**config.mk**
```make
export PLATFORM = sky130hd
export DESIGN_NAME = vga_console_ctl_flat
export DESIGN_NICKNAME = d
export VERILOG_FILES = /design/src/rtl/vga_console_pkg.sv /design/src/rtl/vga_console_ctl_if.sv /design/src/rtl/vga_console_ctl_flash.sv /design/src/rtl/vga_console_ctl.sv /design/src/flat_wrapper.sv
export SDC_FILE = /design/constraint.sdc
export NUM_CORES = 1
export LEC_CHECK = 0
export BUFFER_PORTS_ARGS = -buffer_cell sky130_fd_sc_hd__buf_4
export CORE_MARGIN = 4
export CORE_UTILIZATION = 46
export CTS_BUF_LIST = sky130_fd_sc_hd__clkbuf_16
export DETAILED_ROUTE_END_ITERATION = 16
export PLACE_DENSITY = 0.74
export SLEW_MARGIN = 10
export SYNTH_ARGS = -nofsm -noshare
export SYNTH_HDL_FRONTEND = slang
export SYNTH_HIERARCHICAL = 1
export SYNTH_SLANG_ARGS = --single-unit
```
**constraint.sdc**
```tcl
create_clock -name wb_clk_i -period 5.3 [get_ports wb_clk_i]
set_input_delay 0.53 -clock wb_clk_i [delete_from_list [all_inputs] [get_ports wb_clk_i]]
set_output_delay 0.53 -clock wb_clk_i [all_outputs]
set_load 0.01 [all_outputs]
```
**src/rtl/vga_console_pkg.sv**
```systemverilog
// Shared constants, control codes and FSM encoding
// for the text console controller.
package vga_console_pkg;

  localparam int unsigned COLS = 80;
  localparam logic [4:0] FIRST_ROW = 5'd1;
  localparam logic [4:0] LAST_ROW = 5'd24;
  localparam logic [6:0] LAST_COL = 7'd79;
  localparam logic [7:0] BLANK = 8'h20;

  localparam logic [7:0] BS = 8'h08;
  localparam logic [7:0] LF = 8'h0A;
  localparam logic [7:0] FF = 8'h0C;
  localparam logic [7:0] CR = 8'h0D;
  localparam logic [7:0] SO = 8'h0E;
  localparam logic [7:0] SI = 8'h0F;

  localparam logic [9:0] ROW_WORDS = 10'd40;
  localparam logic [9:0] SCR_FIRST = 10'd40;
  localparam logic [9:0] SCR_LAST = 10'd959;
  localparam logic [9:0] WORD_LAST = 10'd999;

  typedef enum logic [2:0] {
    ST_IDLE,
    ST_WRCHR,
    ST_SCR_RD,
    ST_SCR_WR,
    ST_FILL,
    ST_GAP
  } state_t;

  function automatic logic [12:0] row_base(
    input logic [4:0] row
  );
    logic [12:0] r;
    r = {8'd0, row};
    return (r << 6) + (r << 4);
  endfunction

endpackage

```
**src/rtl/vga_console_ctl_if.sv**
```systemverilog
// Wishbone master bus between the console controller
// and the video RAM port.
interface vga_console_ctl_if;
  logic [15:0] wbm_adr_o;
  logic [15:0] wbm_dat_o;
  logic [15:0] wbm_dat_i;
  logic        wbm_cyc_o;
  logic        wbm_stb_o;
  logic        wbm_we_o;
  logic [1:0]  wbm_sel_o;
  logic        wbm_ack_i;

  modport master (
    output wbm_adr_o, wbm_dat_o, wbm_cyc_o,
    output wbm_stb_o, wbm_we_o, wbm_sel_o,
    input  wbm_dat_i, wbm_ack_i
  );

  modport slave (
    input  wbm_adr_o, wbm_dat_o, wbm_cyc_o,
    input  wbm_stb_o, wbm_we_o, wbm_sel_o,
    output wbm_dat_i, wbm_ack_i
  );
endinterface

```
**src/rtl/vga_console_ctl_flash.sv**
```systemverilog
// Free-running blink generator: flash toggles
// every FLASH_DIV clock cycles.
module vga_flash_gen #(
  parameter logic [24:0] FLASH_DIV = 25'd12_500_000
) (
  input  logic clk,
  input  logic rst,
  output logic flash
);

  logic [24:0] cnt;

  // half-period counter and square-wave output
  always_ff @(posedge clk) begin
    if (rst) begin
      cnt   <= '0;
      flash <= 1'b1;
    end else if (cnt == FLASH_DIV - 25'd1) begin
      cnt   <= '0;
      flash <= ~flash;
    end else begin
      cnt <= cnt + 25'd1;
    end
  end

endmodule

```
**src/rtl/vga_console_ctl.sv**
```systemverilog
// Text console controller: decodes a byte stream and
// drives video RAM writes, scroll and clear over Wishbone.
module vga_console_ctl
  import vga_console_pkg::*;
#(
  parameter logic [15:0] VRAM_BASE = 16'h0000,
  parameter logic [24:0] FLASH_DIV = 25'd12_500_000
) (
  input  logic              wb_clk_i,
  input  logic              wb_rst_i,
  input  logic              ch_valid,
  input  logic [7:0]        ch_data,
  output logic              ch_ready,
  vga_console_ctl_if.master wbm,
  output logic [12:0]       cursor,
  output logic              cursor_on,
  output logic              cursor_type,
  output logic              flash
);

  state_t      state, state_n;
  state_t      after, after_n;
  logic [9:0]  word, word_n;
  logic [15:0] rdata, rdata_n;
  logic [4:0]  crow, crow_n;
  logic [6:0]  ccol, ccol_n;
  logic        ctype_n;
  logic        stb_n, we_n;
  logic [1:0]  sel_n;
  logic [15:0] adr_n, dat_n;

  function automatic logic [15:0] word_adr(
    input logic [9:0] w
  );
    return VRAM_BASE + {5'd0, w, 1'b0};
  endfunction

  // next state, bus access setup and cursor movement
  always_comb begin
    state_n = state;
    after_n = after;
    word_n  = word;
    rdata_n = rdata;
    crow_n  = crow;
    ccol_n  = ccol;
    ctype_n = cursor_type;
    stb_n   = wbm.wbm_stb_o;
    we_n    = wbm.wbm_we_o;
    sel_n   = wbm.wbm_sel_o;
    adr_n   = wbm.wbm_adr_o;
    dat_n   = wbm.wbm_dat_o;
    unique case (state)
      ST_IDLE: begin
        if (ch_valid && ch_ready) begin
          unique case (1'b1)
            (ch_data == BS): begin
              if (ccol != '0) ccol_n = ccol - 7'd1;
            end
            (ch_data == CR): ccol_n = '0;
            (ch_data == LF): begin
              if (crow < LAST_ROW) begin
                crow_n = crow + 5'd1;
              end else begin
                state_n = ST_SCR_RD;
                word_n  = SCR_FIRST;
                stb_n   = 1'b1;
                we_n    = 1'b0;
                sel_n   = 2'b11;
                adr_n   = word_adr(SCR_FIRST + ROW_WORDS);
              end
            end
            (ch_data == FF): begin
              crow_n  = FIRST_ROW;
              ccol_n  = '0;
              state_n = ST_FILL;
              word_n  = SCR_FIRST;
              stb_n   = 1'b1;
              we_n    = 1'b1;
              sel_n   = 2'b11;
              adr_n   = word_adr(SCR_FIRST);
              dat_n   = {BLANK, BLANK};
            end
            (ch_data == SO): ctype_n = 1'b1;
            (ch_data == SI): ctype_n = 1'b0;
            default: begin
              state_n = ST_WRCHR;
              stb_n   = 1'b1;
              we_n    = 1'b1;
              sel_n   = cursor[0] ? 2'b10 : 2'b01;
              adr_n   = VRAM_BASE
                      + {3'd0, cursor[12:1], 1'b0};
              dat_n   = {ch_data, ch_data};
            end
          endcase
        end
      end
      ST_WRCHR: begin
        if (wbm.wbm_ack_i) begin
          stb_n   = 1'b0;
          state_n = ST_GAP;
          after_n = ST_IDLE;
          if (ccol == LAST_COL) begin
            ccol_n = '0;
            if (crow < LAST_ROW) begin
              crow_n = crow + 5'd1;
            end else begin
              after_n = ST_SCR_RD;
              word_n  = SCR_FIRST;
            end
          end else begin
            ccol_n = ccol + 7'd1;
          end
        end
      end
      ST_SCR_RD: begin
        if (wbm.wbm_ack_i) begin
          stb_n   = 1'b0;
          rdata_n = wbm.wbm_dat_i;
          state_n = ST_GAP;
          after_n = ST_SCR_WR;
        end
      end
      ST_SCR_WR: begin
        if (wbm.wbm_ack_i) begin
          stb_n   = 1'b0;
          state_n = ST_GAP;
          word_n  = word + 10'd1;
          after_n = (word == SCR_LAST) ? ST_FILL
                                       : ST_SCR_RD;
        end
      end
      ST_FILL: begin
        if (wbm.wbm_ack_i) begin
          stb_n   = 1'b0;
          state_n = ST_GAP;
          if (word == WORD_LAST) begin
            after_n = ST_IDLE;
          end else begin
            word_n  = word + 10'd1;
            after_n = ST_FILL;
          end
        end
      end
      ST_GAP: begin
        state_n = after;
        unique case (after)
          ST_SCR_RD: begin
            stb_n = 1'b1;
            we_n  = 1'b0;
            sel_n = 2'b11;
            adr_n = word_adr(word + ROW_WORDS);
          end
          ST_SCR_WR: begin
            stb_n = 1'b1;
            we_n  = 1'b1;
            sel_n = 2'b11;
            adr_n = word_adr(word);
            dat_n = rdata;
          end
          ST_FILL: begin
            stb_n = 1'b1;
            we_n  = 1'b1;
            sel_n = 2'b11;
            adr_n = word_adr(word);
            dat_n = {BLANK, BLANK};
          end
          default: state_n = ST_IDLE;
        endcase
      end
      default: state_n = ST_IDLE;
    endcase
  end

  // state, position and all registered outputs
  always_ff @(posedge wb_clk_i) begin
    if (wb_rst_i) begin
      state         <= ST_IDLE;
      after         <= ST_IDLE;
      word          <= '0;
      rdata         <= '0;
      crow          <= FIRST_ROW;
      ccol          <= '0;
      cursor        <= row_base(FIRST_ROW);
      cursor_type   <= 1'b0;
      cursor_on     <= 1'b1;
      ch_ready      <= 1'b1;
      wbm.wbm_stb_o <= 1'b0;
      wbm.wbm_cyc_o <= 1'b0;
      wbm.wbm_we_o  <= 1'b0;
      wbm.wbm_sel_o <= '0;
      wbm.wbm_adr_o <= '0;
      wbm.wbm_dat_o <= '0;
    end else begin
      state         <= state_n;
      after         <= after_n;
      word          <= word_n;
      rdata         <= rdata_n;
      crow          <= crow_n;
      ccol          <= ccol_n;
      cursor        <= row_base(crow_n) + {6'd0, ccol_n};
      cursor_type   <= ctype_n;
      cursor_on     <= (state_n == ST_IDLE);
      ch_ready      <= (state_n == ST_IDLE);
      wbm.wbm_stb_o <= stb_n;
      wbm.wbm_cyc_o <= stb_n;
      wbm.wbm_we_o  <= we_n;
      wbm.wbm_sel_o <= sel_n;
      wbm.wbm_adr_o <= adr_n;
      wbm.wbm_dat_o <= dat_n;
    end
  end

  vga_flash_gen #(
    .FLASH_DIV(FLASH_DIV)
  ) u_flash (
    .clk  (wb_clk_i),
    .rst  (wb_rst_i),
    .flash(flash)
  );

endmodule

```
**src/flat_wrapper.sv**
```systemverilog
// flat-port wrapper written by rule: the top's interface ports become plain ports
module vga_console_ctl_flat import vga_console_pkg::*;
#(
  parameter logic [15:0] VRAM_BASE = 16'h0000,
  parameter logic [24:0] FLASH_DIV = 25'd12_500_000
)
  (wb_clk_i, wb_rst_i, ch_valid, ch_data, ch_ready, cursor, cursor_on, cursor_type, flash, wbm_wbm_adr_o, wbm_wbm_dat_o, wbm_wbm_cyc_o, wbm_wbm_stb_o, wbm_wbm_we_o, wbm_wbm_sel_o, wbm_wbm_dat_i, wbm_wbm_ack_i);
  vga_console_ctl_if wbm_i ();
  input  logic wb_clk_i;
  input  logic wb_rst_i;
  input  logic ch_valid;
  input  logic [7:0] ch_data;
  output logic ch_ready;
  output logic [12:0] cursor;
  output logic cursor_on;
  output logic cursor_type;
  output logic flash;
  output wire logic [$bits(wbm_i.wbm_adr_o)-1:0] wbm_wbm_adr_o;
  output wire logic [$bits(wbm_i.wbm_dat_o)-1:0] wbm_wbm_dat_o;
  output wire logic [$bits(wbm_i.wbm_cyc_o)-1:0] wbm_wbm_cyc_o;
  output wire logic [$bits(wbm_i.wbm_stb_o)-1:0] wbm_wbm_stb_o;
  output wire logic [$bits(wbm_i.wbm_we_o)-1:0] wbm_wbm_we_o;
  output wire logic [$bits(wbm_i.wbm_sel_o)-1:0] wbm_wbm_sel_o;
  input wire logic [$bits(wbm_i.wbm_dat_i)-1:0] wbm_wbm_dat_i;
  input wire logic [$bits(wbm_i.wbm_ack_i)-1:0] wbm_wbm_ack_i;
  assign wbm_wbm_adr_o = wbm_i.wbm_adr_o;
  assign wbm_wbm_dat_o = wbm_i.wbm_dat_o;
  assign wbm_wbm_cyc_o = wbm_i.wbm_cyc_o;
  assign wbm_wbm_stb_o = wbm_i.wbm_stb_o;
  assign wbm_wbm_we_o = wbm_i.wbm_we_o;
  assign wbm_wbm_sel_o = wbm_i.wbm_sel_o;
  assign wbm_i.wbm_dat_i = wbm_wbm_dat_i;
  assign wbm_i.wbm_ack_i = wbm_wbm_ack_i;
  vga_console_ctl #(.VRAM_BASE(VRAM_BASE), .FLASH_DIV(FLASH_DIV)) u_core (.wb_clk_i(wb_clk_i), .wb_rst_i(wb_rst_i), .ch_valid(ch_valid), .ch_data(ch_data), .ch_ready(ch_ready), .wbm(wbm_i), .cursor(cursor), .cursor_on(cursor_on), .cursor_type(cursor_type), .flash(flash));
endmodule
```
==> results_dict.tcl, run 1 <==
set metrics [dict create \
    finalSetupTns_ns 0 \
    power.density_mw_per_mm2 307 \
    num_vias 5603 \
    ctsHoldBuffers 0 \
    numCtsBuffers 9 \
    synth-async-reset-ratio 0 \
    min_path_type "in -> reg" \
    rsz0062_at_grt "false" \
    post-route-period-util 0.783 \
    final_cell_area_mm2 0.00688 \
    die-area_mm2 0.0151 \
    synth.top_cell.area_share 0.366 \
    cp.arrival_ns 4.36 \
    cts_tree "done" \
    drive_gt1_frac 0.155 \
    cts_setup_buffers 0 \
    syn_to_final_growth_pct 13.4 \
    crit_required_ns 5.51 \
    synth_most_common_cell "dfxtp_1" \
    drv_cap 0 \
    synth_cell_types 78 \
    place_area_mm2 0.00653 \
    nets 829 \
    drc_errors 0 \
    clk-insertion-delay-late_ns 0.35 \
    fin_crit_ns 4.15 \
    yosysWarnings 6 \
    ys.flop_type "dfxtp_1" \
    row_count 41 \
    drtIter0Drc 705 \
    synth_compound_area_frac 0.226 \
    cts.sinks 111 \
    crit_top_cell "a21o_1" \
    hpwlAfterDp_mm 11.4 \
    path_class "reg -> reg" \
    setup_viol 0 \
    htree_levels 3 \
    slew_headroom 0.241 \
    num_antenna_cells 0 \
    slowest_stage "dfxtp_1" \
    max_freq_ghz 0.241 \
    slowest_delay_ns 0.56 \
    power_mw 2.11 \
    synth_adder_area_share 0.0396 \
    yosys.area.top_type "dfxtp_1" \
    ys_seq_area_frac 0.366 \
    setup_slack_ns 1.15 \
    gp_congestion 0.969 \
    p_leak_nw 2.64 \
    initial_core_util 0.475 \
    critPathMaxFanout 11 \
    pre_cts_slack_ns 0.851 \
    startpoint_type "flip-flop" \
    fp.dieH_um 123 \
    antenna_found_initial 0 \
    synth_edf_count 0 \
    clock_path_buffers 2 \
    io_pins 82 \
    synthesis.area_mm2 0.00606 \
    grt_pass1_vias 4815 \
    grt_pass1_wl_mm 24.9 \
    clk_pin_slew_ns 0.07 \
    ys_seq_elements 111 \
    cp_num_buf_inv 2 \
    viasPerCell 5.84 \
    cts_resized 0 \
    holdWs_ns 0.416 \
    fp.coreArea_mm2 0.0128 \
    drtAntennaViolNets 0 \
    path_cells "ha_1 > nand4_1 > or3_1 > nor3_1 > mux2i_1 > o211ai_1 > inv_1 > fa_1 > inv_1 > ha_1 > a21o_1 > a21o_1 > a21o_1 > a21oi_1 > xor2_1 > nor2_1" \
    synth_top_family_by_area "simple AND/OR/NAND/NOR gates" \
    finalMaxSlewViolations 0 \
    grt_max_degree 89 \
    fin_skew_ns 0.00692 \
    synth_common_cells "dfxtp_1, a21oi_1, nand2_1" \
    hold_viol 0 \
    syn_inst 745 \
    tightestPinTransition_ns 1.13 \
    run_status "finished clean" \
    end_kind "flip-flop" \
    gr-usage-all-layers 0.209 \
    crit_family "adder cells" \
    synth.avg_cell_area_um2 8.14 \
    die_x_um 123 \
    ir_drop_mv 0.186 \
    ys_top_cells_by_area "dfxtp_1, a21oi_1, nand2_1, nor2_1, ha_1" \
    overflow 0 \
    synthMuxAreaShare 0.00701 \
    portBuffers 75 \
    synth-xor-area-share 0.0361 \
    wl_per_cell_um 16.5 \
    yosys.area_share.simple 0.251 \
    firstDrtPassIters 5 \
    drt_wl_total_mm 15.9 \
    root_buffer "clkbuf_16" \
]
==> state kept, by name (all words and copies together), names as in the netlist <==
name and cells:
u_core/u_flash/cnt 25, u_core/rdata 16, u_core/wbm.wbm_dat_o 16, u_core/cursor 12
u_core/wbm.wbm_adr_o 11, u_core/word 10, u_core/crow 5, u_core/after 3
u_core/ccol 3, u_core/state 3, u_core/wbm.wbm_sel_o 2, u_core/cursor_on 1
u_core/cursor_type 1, u_core/u_flash/flash 1, u_core/wbm.wbm_stb_o 1, u_core/wbm.wbm_we_o 1
==> routing by layer <==
| metal | share of wire | GRT usage |
|---|---|---|
| met2 | 0.45 | 0.307 |
| met5 | 0 | 0 |
| met4 | 0.014 | 0.0546 |
| met1 | 0.46 | 0.309 |
| met3 | 0.079 | 0.0424 |
==> cell usage in the layout (no fill, tap or decap), types with 10 or more instances in the layout <==
cell	count
nand4_1	14
nand2b_1	12
dfxtp_1	111
nand2_1	78
a22oi_1	15
a221oi_1	10
inv_1	26
ha_1	16
buf_4	77
xor2_1	11
nor2_1	77
xnor2_1	14
nor3_1	25
a211oi_1	18
nand3_1	20
o21ai_0	25
a21oi_1	78
==> layout make-up <==
cell class              instances  area [um^2]
fillers                      1182         5900
multi-input cells             559         3420
flip-flops and latches        111         2220
repair buffers                 77          578
clock buffers                   9          225
well taps                     172          215
clock inverters                 7          120
inverters                      25         93.8
==> final timing paths <==
path | start | end | slack (ns) | cells past startpoint
worst max-delay path | u_core/cursor[0]$_SDFFE_PP0N_ | u_core/cursor[10]$_SDFF_PP0_ | 1.15 | 16
worst min-delay path | wbm_wbm_dat_i[2] | u_core/rdata[2]$_SDFFE_PP0P_ | 0.42 | 3
worst max register to register | u_core/cursor[0]$_SDFFE_PP0N_ | u_core/cursor[10]$_SDFF_PP0_ | 1.15 | 16
worst min register to register | u_core/rdata[10]$_SDFFE_PP0P_ | u_core/rdata[10]$_SDFFE_PP0P_ | 0.46 | 2
==> stage by stage <==
stage,std cells,util
after global placement,944,0.511
after CTS,960,0.538
after global routing,960,0.538
after floorplan,750,-
final,960,0.538
after detailed placement,944,0.511
==> report_power, final <==
group | internal, mW | switching (mW) | total, mW
Clock | 0.464 | 0.315 | 0.778
Sequential | 0.885 | 0.0491 | 0.934
Combinational | 0.168 | 0.227 | 0.395
Total | 1.52 | 0.591 | 2.11
==> cell families (layout without fill, tap and decap cells) <==
kind of cell             count (synthesis)  in the layout
AND/OR/NAND/NOR                        299            299
AO/OA/AOI/OAI                          207            207
flip-flops                             111            111
buffers and inverters                   80            118
XOR/XNOR                                25             25
adder cells (fa/ha/maj)                 18             18
multiplexers                             4              4
other                                    1              6
==> tightest hold or removal path, stage by stage <==
cell     delay, ns
buf_4         0.11
nand2_1       0.04
a21oi_1       0.05
Power figures use the tool's default switching activity.
==> run 2: changes to the inputs <==
--- a/config.mk
+++ b/config.mk
@@ -5,6 +5,7 @@
 export SDC_FILE = /design/constraint.sdc
 export NUM_CORES = 1
 export LEC_CHECK = 0
+export ABC_AREA = 1
 export BUFFER_PORTS_ARGS = -buffer_cell sky130_fd_sc_hd__buf_4
 export CORE_MARGIN = 4
 export CORE_UTILIZATION = 46
==> constraint.sdc (replaced) <==
create_clock -name wb_clk_i -period 4.03 [get_ports wb_clk_i]
set_input_delay 0.403 -clock wb_clk_i [delete_from_list [all_inputs] [get_ports wb_clk_i]]
set_output_delay 0.403 -clock wb_clk_i [all_outputs]
set_load 0.01 [all_outputs]
==> results_dict.tcl, run 2 <==
set metrics [dict create \
    die-area_mm2 0.0164 \
    min_path_type "in -> reg" \
    cts.sinks 111 \
    initial_core_util 0.474 \
    synth-async-reset-ratio 0 \
    viasPerCell 5.32 \
    fin_skew_ns 0.00688 \
    rsz0062_at_grt "false" \
    firstDrtPassIters 5 \
    overflow 0 \
    slew_headroom 0.351 \
    final_core_util 0.533 \
    synth.avg_cell_area_um2 6.67 \
    clk_pin_slew_ns 0.08 \
    htree_levels 3 \
    power.density_mw_per_mm2 552 \
    path_class "reg -> reg" \
    synth_adder_area_share 0.0361 \
    drc_errors 0 \
    top_regs "u_core/u_flash/cnt: 25 flops, u_core/rdata: 16 flops, u_core/wbm.wbm_dat_o: 16 flops" \
    fp.coreArea_mm2 0.0140 \
    critPathMaxFanout 10 \
    post-route-period-util 0.843 \
    synthesis.area_mm2 0.00665 \
    synth_common_cells "nand2_1, nor2_1, dfxtp_1" \
    worst-r2r-setup-slack_ns 0.63 \
    drtIter0Drc 574 \
    finalMaxSlewViolations 0 \
    ys_seq_elements 111 \
    ctsHoldBuffers 0 \
    drive_gt1_frac 0.148 \
    numCtsBuffers 9 \
    end_kind "flip-flop" \
    syn_to_final_growth_pct 12.5 \
    hpwlAfterDp_mm 13.4 \
    finalSetupTns_ns 0 \
    cp.arrival_ns 3.69 \
    fp.dieH_um 128 \
    max_freq_ghz 0.294 \
    hold_viol 0 \
    clock_path_buffers 2 \
    ys.flop_type "dfxtp_1" \
    io_pins 82 \
    clk-insertion-delay-late_ns 0.36 \
    num_antenna_cells 0 \
    largest_register "u_core/u_flash/cnt" \
    cts_tree "done" \
    cts_resized 0 \
    largest_register_ffs 25 \
    layout_commonest_cell "nand2_1" \
    ys_seq_area_frac 0.334 \
    grt_pass1_wl_mm 29.2 \
    cts_setup_buffers 0 \
    synth_cell_types 48 \
    p_leak_nw 3.13 \
    synth.top_cell.area_share 0.334 \
    ir_drop_mv 0.419 \
    synth-xor-area-share 0.0224 \
    run_status "finished clean" \
    grt_max_degree 57 \
    yosys.area.top_type "dfxtp_1" \
    startpoint_type "flip-flop" \
    crit_required_ns 4.32 \
    tightestPinTransition_ns 0.972 \
    portBuffers 75 \
    synth_most_common_cell "nand2_1" \
    wl_per_cell_um 14.4 \
    fin_crit_ns 3.40 \
    grt_pass1_vias 5981 \
    row_count 43 \
    syn_inst 997 \
    setup_viol 0 \
    nets 1088 \
    synth_top_family_by_area "simple AND/OR/NAND/NOR gates" \
    num_vias 6530 \
    gp_congestion 0.927 \
    antenna_found_initial 0 \
    gr-usage-all-layers 0.217 \
    root_buffer "clkbuf_16" \
    synthMuxAreaShare 0 \
    drt_wl_total_mm 17.7 \
    yosysWarnings 6 \
    yosys.area_share.simple 0.358 \
    drv_cap 0 \
    synth_edf_count 0 \
    mostFrequentLayoutCells "nand2_1, nor2_1, dfxtp_1" \
    ys_top_cells_by_area "dfxtp_1, nand2_1, nand3_1, nor2_1, a21oi_1" \
    die_x_um 128 \
    synth_compound_area_frac 0.145 \
    drtAntennaViolNets 0 \
]
run 2: path summary, 6_finish.rpt:
check                                                            from                               endpoint  cells after the start
worst max register to register             u_core/state[0]$_SDFF_PP0_           u_core/cursor[10]$_SDFF_PP0_                     19
worst max-delay path                       u_core/state[0]$_SDFF_PP0_           u_core/cursor[10]$_SDFF_PP0_                     19
worst min register to register  u_core/wbm.wbm_dat_o[13]$_SDFFE_PP0P_  u_core/wbm.wbm_dat_o[13]$_SDFFE_PP0P_                      2
worst min-delay path                                 wbm_wbm_dat_i[7]           u_core/rdata[7]$_SDFFE_PP0P_                      3
run 2: per-layer routing:
metal,track usage,vias to the layer above,share of wire,wire [um]
met5,0,-,0,0
met2,0.338,201,0.44,7820
li1,-,3344,-,-
met3,0.0350,29,0.069,1230
met1,0.307,2956,0.47,8320
met4,0.0699,0,0.020,355
run 2: power breakdown:
part	internal, mW	leakage (nW)	switching (mW)
Combinational	0.629	2.07	1.14
Clock	0.493	0.151	0.436
Sequential	1.27	0.902	0.160
run 2: kinds of logic after synthesis:
kind of cell / Yosys count
AO/OA/AOI/OAI: 179
XOR/XNOR: 17
adder cells (fa/ha/maj): 18
buffers and inverters: 149
flip-flops: 111
other: 1
AND/OR/NAND/NOR: 522
run 2: worst max-delay path, stage by stage (launching register included):
cell,delay (ns)
dfxtp_1,0.54
inv_1,0.14
nor3_4,0.21
buf_4,0.23
nand3_1,0.12
nand2_1,0.15
o211ai_1,0.11
nand2_1,0.12
inv_2,0.06
fa_1,0.53
inv_1,0.08
ha_1,0.29
nand3_1,0.08
nand2_1,0.06
nand2_1,0.06
inv_1,0.05
o21a_1,0.16
nor2_1,0.11
o21ai_0,0.09
a21oi_1,0.16
run 2: layout make-up:
cell class | count | area [um^2]
Fill cell | 1406 | 6560
Multi-Input combinational cell | 742 | 3760
Sequential cell | 111 | 2220
Timing Repair Buffer | 79 | 593
Inverter | 99 | 377
Clock buffer | 9 | 225
Tap cell | 180 | 225
Clock inverter | 7 | 81.3
run 2: through the flow:
stage	instances	setup WS, ns	area [um^2]	total power [mW]	hold WS, ns
after floorplan	1002	1.10	6670	2.70	0.425
after global placement	1211	0.714	7180	3.20	0.442
after detailed placement	1211	0.680	7180	3.22	0.449
after CTS	1227	0.668	7480	4.15	0.255
after global routing	1227	0.273	7480	4.42	0.268
final	1227	0.632	7480	4.13	0.263
==> run 3: changes to the inputs <==
==> constraint.sdc (replaced) <==
create_clock -name wb_clk_i -period 3.3 [get_ports wb_clk_i]
set_input_delay 0.33 -clock wb_clk_i [delete_from_list [all_inputs] [get_ports wb_clk_i]]
set_output_delay 0.33 -clock wb_clk_i [all_outputs]
set_load 0.01 [all_outputs]
==> results_dict.tcl, run 3 (synthesis gave the netlist of run 2 again) <==
set metrics [dict create \
    run_status "finished clean" \
    finalSetupTns_ns 0 \
    drtIter0Drc 618 \
    cp.arrival_ns 3.42 \
    p_leak_nw 3.26 \
    fin_skew_ns 0.0112 \
    drc_errors 0 \
    slew_headroom 0.349 \
    antenna_found_initial 0 \
    crit_required_ns 3.60 \
    overflow 0 \
    clk_pin_slew_ns 0.07 \
    drive_gt1_frac 0.186 \
    grt_max_degree 57 \
    path_cells "ha_2 > nand3_1 > nor2_4 > nand2_1 > a21oi_1 > o21ai_0 > o211ai_1 > inv_1 > fa_1 > inv_2 > ha_1 > nand3_1 > nand2_1 > nand2_1 > inv_1 > o21a_1 > nor2_1 > o21ai_1 > a21oi_1" \
    drv_cap 0 \
    syn_to_final_growth_pct 16.5 \
    clock_path_buffers 2 \
    cts_tree "done" \
    die_x_um 128 \
    num_vias 6698 \
    n_fill_cell 1351 \
    slowest_delay_ns 0.55 \
    regArea_mm2 0.00223 \
    slowest_stage "fa_1" \
    top_regs "u_core/u_flash/cnt: 25 flops, u_core/rdata: 16 flops, u_core/wbm.wbm_dat_o: 16 flops" \
    drtAntennaViolNets 0 \
    mostFrequentLayoutCells "nand2_1, nor2_1, dfxtp_1" \
    crit_top_cell "nand2_1" \
    die-area_mm2 0.0164 \
    nets 1112 \
    io_pins 82 \
    grt_pass1_vias 6129 \
    gp_congestion 0.915 \
    post-route-period-util 0.945 \
    firstDrtPassIters 5 \
    place_inst 1225 \
    tightestPinTransition_ns 0.975 \
    largest_register_ffs 25 \
    fp.coreArea_mm2 0.0140 \
    hpwlAfterDp_mm 13.5 \
    critPathMaxFanout 4 \
    fin_crit_ns 3.12 \
    end_kind "flip-flop" \
    setup_viol 0 \
    row_count 43 \
    max_freq_ghz 0.321 \
    gr-usage-all-layers 0.222 \
    clk-insertion-delay-late_ns 0.36 \
    root_buffer "clkbuf_16" \
    finalNonFillerCells 1251 \
    power_mw 5.25 \
    grt_pass1_wl_mm 29.7 \
    startpoint_type "flip-flop" \
    power.density_mw_per_mm2 677 \
    fp.dieH_um 128 \
    layout_commonest_cell "nand2_1" \
    largest_register "u_core/u_flash/cnt" \
    multi_input_area_mm2 0.00384 \
    viasPerCell 5.35 \
    portBuffers 75 \
    wl_per_cell_um 14.7 \
    htree_levels 3 \
    hold_viol 0 \
    ir_drop_mv 0.518 \
    drt_wl_total_mm 18.4 \
    min_path_type "in -> reg" \
    finalMaxSlewViolations 0 \
    num_antenna_cells 0 \
    path_class "reg -> reg" \
    numCtsBuffers 9 \
    initial_core_util 0.474 \
    cts.sinks 111 \
]
==> run 3: path summary, 6_finish.rpt <==
check / depth (start not counted) / slack, ns / from / end
max reg2reg: 19 / 0.18 / u_core/cursor[1]$_SDFFE_PP0N_ / u_core/cursor[10]$_SDFF_PP0_
min reg2reg: 2 / 0.46 / u_core/wbm.wbm_dat_o[8]$_SDFFE_PP0P_ / u_core/wbm.wbm_dat_o[8]$_SDFFE_PP0P_
min: 3 / 0.19 / wbm_wbm_dat_i[6] / u_core/rdata[6]$_SDFFE_PP0P_
max: 19 / 0.18 / u_core/cursor[1]$_SDFFE_PP0N_ / u_core/cursor[10]$_SDFF_PP0_
==> run 3: through the flow <==
| step | cell area [um^2] | hold slack, ns | worst slack (ns) | util |
|---|---|---|---|---|
| 6_report | 7750 | 0.190 | 0.181 | 0.552 |
| 5_1_grt | 7750 | 0.183 | -0.0107 | 0.552 |
| 4_1_cts | 7580 | 0.183 | 0.0339 | 0.540 |
| 3_5_place_dp | 7280 | 0.455 | 0.0712 | 0.519 |
| 3_3_place_gp | 7280 | 0.450 | 0.122 | 0.519 |
| 2_1_floorplan | 6670 | 0.425 | 0.389 | - |
==> run 3: area by class of cell <==
type,count,area share
flip-flops and latches,111,0.287
multi-input cells,742,0.496
inverters,99,0.0496
well taps,180,0.0291
clock inverters,7,0.00936
clock buffers,9,0.0291
repair buffers,103,0.0998
==> run 3: worst max-delay path, delay by kind of cell, from the launching register on <==
family                   cells  cell delay (ns)
AND/OR/NAND/NOR              7             0.70
AO/OA/AOI/OAI                6             0.77
adder cells (fa/ha/maj)      3             1.03
flip-flops                   1             0.34
buffers and inverters        3             0.23
==> run 3: timing repair <==
item,4_1_cts,5_1_grt
gates resized for setup,0,29
hold buffers,0,0
endpoints found under the setup margin,0,3
buffers inserted,0,10
==> run 3: report_power, final <==
| part | leakage [nW] | total (mW) | internal, mW | switching, mW |
|---|---|---|---|---|
| registers | 0.904 | 1.74 | 1.56 | 0.181 |
| clock network | 0.150 | 1.12 | 0.594 | 0.523 |
| logic | 2.21 | 2.40 | 0.912 | 1.48 |
==> run 3: metal layers <==
layer  global-route usage  part of all wire  up-vias  routed length, um
li1                     -                 -     3399                  -
met1                0.297              0.46     3045               8510
met2                0.350              0.45      230               8230
met3               0.0546             0.068       24               1250
met4               0.0730             0.020        0                372
met5                    0                 0        -                  0
